[src/rtl/rede_float_pkg.sv]
// Shared constants and types for the rede_float sample feeder.
// Holds the sample/request widths, the "advance" request code,
// the feeder state encoding and a signed sample type.
package rede_float_pkg;

    localparam int DATA_W = 19;
    localparam int REQ_W  = 4;

    localparam logic [REQ_W-1:0] REQ_CODE = 4'd1;

    typedef logic signed [DATA_W-1:0] sample_t;

    typedef enum logic [1:0] {
        IDLE    = 2'd0,
        PRIME   = 2'd1,
        RUN     = 2'd2,
        STARVED = 2'd3
    } feeder_state_t;

endpackage

[src/rtl/rede_float_fifo.sv]
// Synchronous sample FIFO for the rede_float feeder.
// The head entry is presented combinationally.
// A push into an empty FIFO is not visible to a pop on the same edge.
// Pointers wrap modulo DEPTH (DEPTH must be a power of two).
module rede_float_fifo
    import rede_float_pkg::*;
#(
    parameter int DATA_W = 19,
    parameter int DEPTH  = 16
) (
    input  logic                     clk,
    input  logic                     rst,
    input  logic                     push,
    input  logic [DATA_W-1:0]        push_data,
    input  logic                     pop,
    output logic [DATA_W-1:0]        head,
    output logic [$clog2(DEPTH):0]   level
);

    localparam int PTR_W = $clog2(DEPTH);
    localparam logic [PTR_W-1:0] PTR_ONE = 1;
    localparam logic [PTR_W:0]   LVL_ONE = 1;

    logic [DATA_W-1:0] mem [DEPTH];
    logic [PTR_W-1:0]  wr_ptr;
    logic [PTR_W-1:0]  rd_ptr;

    // Storage array; contents need no reset because level gates every read
    always_ff @(posedge clk) begin
        if (push) begin
            mem[wr_ptr] <= push_data;
        end
    end

    // Pointer and occupancy bookkeeping; a simultaneous push and pop keeps level
    always_ff @(posedge clk or negedge rst) begin
        if (!rst) begin
            wr_ptr <= '0;
            rd_ptr <= '0;
            level  <= '0;
        end else begin
            if (push) begin
                wr_ptr <= wr_ptr + PTR_ONE;
            end
            if (pop) begin
                rd_ptr <= rd_ptr + PTR_ONE;
            end
            case ({push, pop})
                2'b10:   level <= level + LVL_ONE;
                2'b01:   level <= level - LVL_ONE;
                default: level <= level;
            endcase
        end
    end

    assign head = mem[rd_ptr];

endmodule

[src/rtl/rede_float_feeder.sv]
// Pull-style sample source for rede_float.
// Buffers upstream valid/ready samples in a FIFO and advances the
// registered `sample` output by one on every REQ_CODE request.
// Optional statistics counters are enabled by defining REDE_FEEDER_STATS_EN.
module rede_float_feeder #(
    parameter int                DATA_W   = rede_float_pkg::DATA_W,
    parameter int                DEPTH    = 16,
    parameter int                REQ_W    = rede_float_pkg::REQ_W,
    parameter logic [REQ_W-1:0]  REQ_CODE = rede_float_pkg::REQ_CODE
) (
    input  logic                       clk,
    input  logic                       rst,
    input  logic signed [DATA_W-1:0]   s_data,
    input  logic                       s_valid,
    output logic                       s_ready,
    input  logic [REQ_W-1:0]           req_in,
    output logic signed [DATA_W-1:0]   sample,
    output logic                       sample_vld,
    output logic                       underflow,
    output logic [$clog2(DEPTH):0]     level
`ifdef REDE_FEEDER_STATS_EN
    ,
    output logic [31:0]                served_cnt,
    output logic [15:0]                underflow_cnt
`endif
);

    import rede_float_pkg::*;

    localparam int LEVEL_W = $clog2(DEPTH) + 1;
    localparam logic [LEVEL_W-1:0] DEPTH_LVL = DEPTH[LEVEL_W-1:0];

    feeder_state_t     state;
    feeder_state_t     next_state;
    logic              push;
    logic              pop;
    logic              starve;
    logic              is_req;
    logic              empty;
    logic [DATA_W-1:0] fifo_head;

    assign s_ready = (level < DEPTH_LVL);
    assign push    = s_valid && s_ready;
    assign is_req  = (req_in == REQ_CODE);
    assign empty   = (level == '0);

    rede_float_fifo #(
        .DATA_W (DATA_W),
        .DEPTH  (DEPTH)
    ) u_fifo (
        .clk       (clk),
        .rst       (rst),
        .push      (push),
        .push_data (s_data),
        .pop       (pop),
        .head      (fifo_head),
        .level     (level)
    );

    // State register
    always_ff @(posedge clk or negedge rst) begin
        if (!rst) begin
            state <= IDLE;
        end else begin
            state <= next_state;
        end
    end

    // Next-state decision, always based on the occupancy before the edge
    always_comb begin
        next_state = state;
        case (state)
            IDLE:    if (!empty) next_state = PRIME;
            PRIME:   next_state = RUN;
            RUN:     if (is_req && empty) next_state = STARVED;
            STARVED: if (!empty) next_state = RUN;
            default: next_state = IDLE;
        endcase
    end

    // Pop and starvation strobes; STARVED serves its single pending request on arrival
    always_comb begin
        pop    = 1'b0;
        starve = 1'b0;
        case (state)
            PRIME: pop = 1'b1;
            RUN: begin
                if (is_req) begin
                    if (!empty) begin
                        pop = 1'b1;
                    end else begin
                        starve = 1'b1;
                    end
                end
            end
            STARVED: pop = !empty;
            default: begin
                pop    = 1'b0;
                starve = 1'b0;
            end
        endcase
    end

    // Presented sample and status flags; sample holds its value while starved
    always_ff @(posedge clk or negedge rst) begin
        if (!rst) begin
            sample     <= '0;
            sample_vld <= 1'b0;
            underflow  <= 1'b0;
        end else begin
            if (pop) begin
                sample     <= fifo_head;
                sample_vld <= 1'b1;
            end else if (starve) begin
                sample_vld <= 1'b0;
                underflow  <= 1'b1;
            end
        end
    end

`ifdef REDE_FEEDER_STATS_EN
    // Served-sample and starvation-event counters; the latter saturates
    always_ff @(posedge clk or negedge rst) begin
        if (!rst) begin
            served_cnt    <= '0;
            underflow_cnt <= '0;
        end else begin
            if (pop) begin
                served_cnt <= served_cnt + 32'd1;
            end
            if (starve && (underflow_cnt != 16'hFFFF)) begin
                underflow_cnt <= underflow_cnt + 16'd1;
            end
        end
    end
`endif

endmodule

[config.mk]
export PLATFORM = sky130hd
export DESIGN_NAME = rede_float_feeder
export DESIGN_NICKNAME = d
export VERILOG_FILES = /design/src/rtl/rede_float_pkg.sv /design/src/rtl/rede_float_fifo.sv /design/src/rtl/rede_float_feeder.sv
export SDC_FILE = /design/constraint.sdc
export NUM_CORES = 1
export LEC_CHECK = 0
export BUFFER_PORTS_ARGS = -buffer_cell sky130_fd_sc_hd__buf_2
export CAP_MARGIN = 40
export CORE_MARGIN = 2
export CORE_UTILIZATION = 61
export CTS_CLUSTER_SIZE = 14
export DETAILED_ROUTE_END_ITERATION = 16
export PLACE_DENSITY_LB_ADDON = 0.25
export RECOVER_POWER = 25
export SLEW_MARGIN = 20
export SYNTH_ARGS = -nofsm -noshare
export SYNTH_HDL_FRONTEND = slang
export SYNTH_SLANG_ARGS = --single-unit
[constraint.sdc]
create_clock -name clk -period 3.9 [get_ports clk]
set_clock_uncertainty 0.1 [all_clocks]
set_input_delay 0.585 -clock clk [delete_from_list [all_inputs] [get_ports clk]]
set_output_delay 0.585 -clock clk [all_outputs]
set_load 0.02 [all_outputs]
==> flow_summary.json <==
{
  "synthCells": 615,
  "fin_tns_setup_ps": 0,
  "die_w_um": 150.7,
  "cp_slowest_cell": "or4_4",
  "grt-ovfl-total": 0,
  "cts_tree": "done",
  "die-area_um2": 22720,
  "grt_setup_unrepaired": "no",
  "min-delay-start": "s_data[7]",
  "synth-compound-area-share": 0.03173,
  "synth.net_count": 650,
  "comb_power_share": 0.260,
  "timing.rr.start": "u_fifo.level[2]",
  "crit_family": "simple AND/OR/NAND/NOR gates",
  "drive_gt1_frac": 0.3338,
  "ant_nets": 0,
  "synth_seq_area_share": 0.7637,
  "p_switching_mw": 3.122,
  "yosysUniqueCellTypes": 36,
  "ir_worst_vdd_mv": 0.3909,
  "cellLeakagePower_nw": 5.102,
  "path_buf_inv": 1,
  "setup_viol": 0,
  "yosys.area_share.xor_xnor": 0.008003,
  "syn_area_um2": 13130,
  "end_kind": "flip-flop",
  "area_growth_pct": 14.76,
  "muxShareOfSynthArea": 0.1529,
  "finalMaxSlewViolations": 0,
  "postPlaceCellArea_um2": 13950,
  "ctsResizeCount": 0,
  "finalPower_mw": 10.66,
  "grt_usage": 0.2569,
  "cts-root-buf": "clkbuf_16",
  "cp-start-kind": "flip-flop",
  "viasPerCell": 6.458,
  "clk_latency_ps": 510,
  "port_buffers": 52,
  "rows": 53,
  "ys_warn_count": 0,
  "critPathKind": "reg2reg",
  "die_h_um": 150.7,
  "min_period_ps": 3341,
  "routed_wl_um": 27780,
  "cts_sinks": 340,
  "nets": 746,
  "io_pins": 53,
  "crit_start": "u_fifo.level[2]",
  "crit_path_max_incr_delay_ps": 570,
  "hpwl_um": 15910,
  "synthAdderAreaFrac": 0.008575,
  "p_per_area_nw_per_um2": 707.6,
  "seqPwrFrac": 0.443,
  "final_common_cell": "edfxtp_1",
  "yosys.area_share.simple": 0.02201,
  "fmax_mhz": 299.3,
  "swShare": 0.2928,
  "min_path_type": "in2reg",
  "gp_congestion": 0.8322,
  "final_cell_mix": "304 x edfxtp_1, 76 x mux4_2, 39 x a22oi_1",
  "worst-endpoint-required_ps": 4230,
  "synth_top_family_by_area": "multiplexers",
  "grt_pass1_wl_um": 41320,
  "drc_errors": 0,
  "crit_fanout": 24,
  "grt_max_degree": 37,
  "htreeDepth": 2,
  "vias": 6542,
  "ys_ff_latch": 340,
  "clk_pin_slew_ps": 60,
  "numCtsBuffers": 35,
  "finalHoldViolations": 0,
  "critPathArrivalTime_ps": 3670,
  "wl_per_cell_um": 27.43,
  "final_area_um2": 15070,
  "status": "finished, final reports clean",
  "start_util": 0.6228,
  "antenna_found_initial": 1,
  "crit_chain": "or4_4 > or3b_4 > o2bb2ai_4 > buf_4 > ha_1 > o21ai_0 > o21ai_0 > a21o_1 > a221oi_1 > xnor2_1",
  "cpMostUsedCell": "o21ai_0",
  "drt-pass1-iter-count": 5,
  "slew_headroom": 0.4884,
  "fp.coreArea_um2": 21090,
  "finalCritPeriodShare": 0.8566,
  "final_util": 0.7147,
  "drv_cap": 0,
  "internal-power_mw": 7.541,
  "drt_iter0_markers": 785,
  "cts_buffer_depth": 3,
  "p_clk_frac": 0.297,
  "worst_pin_slew_ps": 767.5,
  "synth.avg_cell_area_um2": 21.35,
  "grt_pass1_vias": 6689
}
-- per-stage QoR --
| step | setup slack (ps) | std cells | hold slack (ps) |
|---|---|---|---|
| 2_1_floorplan | 570.6 | 615 | 189.4 |
| 3_3_place_gp | 757.6 | 946 | 344.3 |
| 5_1_grt | 393.9 | 1012 | 368.9 |
| 4_1_cts | 604.9 | 1010 | 117.1 |
| 3_5_place_dp | 632.5 | 947 | 382.7 |
| 6_report | 559.3 | 1013 | 363.7 |
-- cell type report --
type	instances	area (um2)
Sequential cell	340	10030
Fill cell	1254	6017
Multi-Input combinational cell	237	2987
Clock buffer	48	1007
Timing Repair Buffer	90	574.3
Tap cell	275	344.1
Clock inverter	15	95.09
Inverter	7	26.28
Antenna cell	1	2.502
-- synthesized netlist by cell type --
library cell  number  area share
o22ai_1            2     0.00095
ha_1               9      0.0086
mux4_2            76        0.13
nand2_1           28      0.0080
mux2_4            16       0.018
buf_6              2      0.0017
xor2_1             3      0.0020
and2b_2            1     0.00067
edfxtp_1         304        0.70
o211ai_1           1     0.00057
a31oi_1            2     0.00095
or4_4              1     0.00086
a21o_1             2      0.0011
nand3_1            1     0.00038
o2bb2ai_4          1      0.0021
clkbuf_1          19      0.0054
a22oi_1           39       0.022
a21oi_1            1     0.00038
o22a_2             1     0.00076
nand4_1            2     0.00095
xnor2_1            9      0.0060
nor3_1             4      0.0015
and2_1             1     0.00048
dfrtp_1           36       0.069
buf_1              1     0.00029
nor2b_1            3      0.0014
nor2_1            19      0.0054
nand2b_1           2     0.00095
buf_2              8      0.0030
o21ai_0            5      0.0019
or3b_4             1     0.00086
mux2_2             5      0.0043
buf_4              1     0.00057
a221oi_1           1     0.00067
inv_1              7      0.0020
or2_2              1     0.00048
-- metal layers --
metal	up-vias	GRT usage	part of all wire
met5	-	0	0
met4	0	0.07991	0.029
met3	62	0.04333	0.073
met2	300	0.4055	0.49
met1	3456	0.3779	0.41
li1	2724	-	-
-- sequential cells by signal, indices dropped and copies added (netlist names) --
signal / cells
u_fifo.rd_ptr: 4
state: 2
u_fifo.wr_ptr: 4
u_fifo.mem: 304
sample_vld: 1
sample: 19
u_fifo.level: 5
underflow: 1
-- kinds of logic (layout without fill, tap and decap cells) --
group | count (synthesis) | count (layout)
compound gates | 55 | 55
xor+xnor | 12 | 12
fa+ha+maj | 9 | 9
buf+inv | 38 | 160
flops | 340 | 340
mux | 97 | 97
other cells | 0 | 1
simple gates | 64 | 64
-- timing repair --
item,in CTS,in global routing
setup endpoints to repair,0,0
hold buffers,0,1
buffers inserted,0,0
endpoints found under the hold margin,0,8
-- power groups by stage --
| stage | Combinational, mW | Sequential [mW] | Clock (mW) |
|---|---|---|---|
| 2_1_floorplan | 1.89 | 4.72 | 0 |
| 3_3_place_gp | 2.68 | 4.75 | 0 |
| 3_5_place_dp | 2.76 | 4.79 | 0 |
| 4_1_cts | 2.80 | 4.72 | 3.20 |
| 5_1_grt | 2.96 | 4.77 | 3.35 |
| 6_report | 2.78 | 4.72 | 3.17 |
-- final timing paths --
check | to | slack [ps] | cells after the start
setup / recovery | u_fifo.level[4] | 560 | 10
hold / removal | u_fifo.mem[15][7] | 360 | 1
setup reg to reg | u_fifo.level[4] | 560 | 10
hold reg to reg | underflow | 390 | 1
max in group asynchronous | u_fifo.rd_ptr[2] | 2870 | 3
min in group asynchronous | sample[0] | 380 | 2
Power figures use the tool's default switching activity.
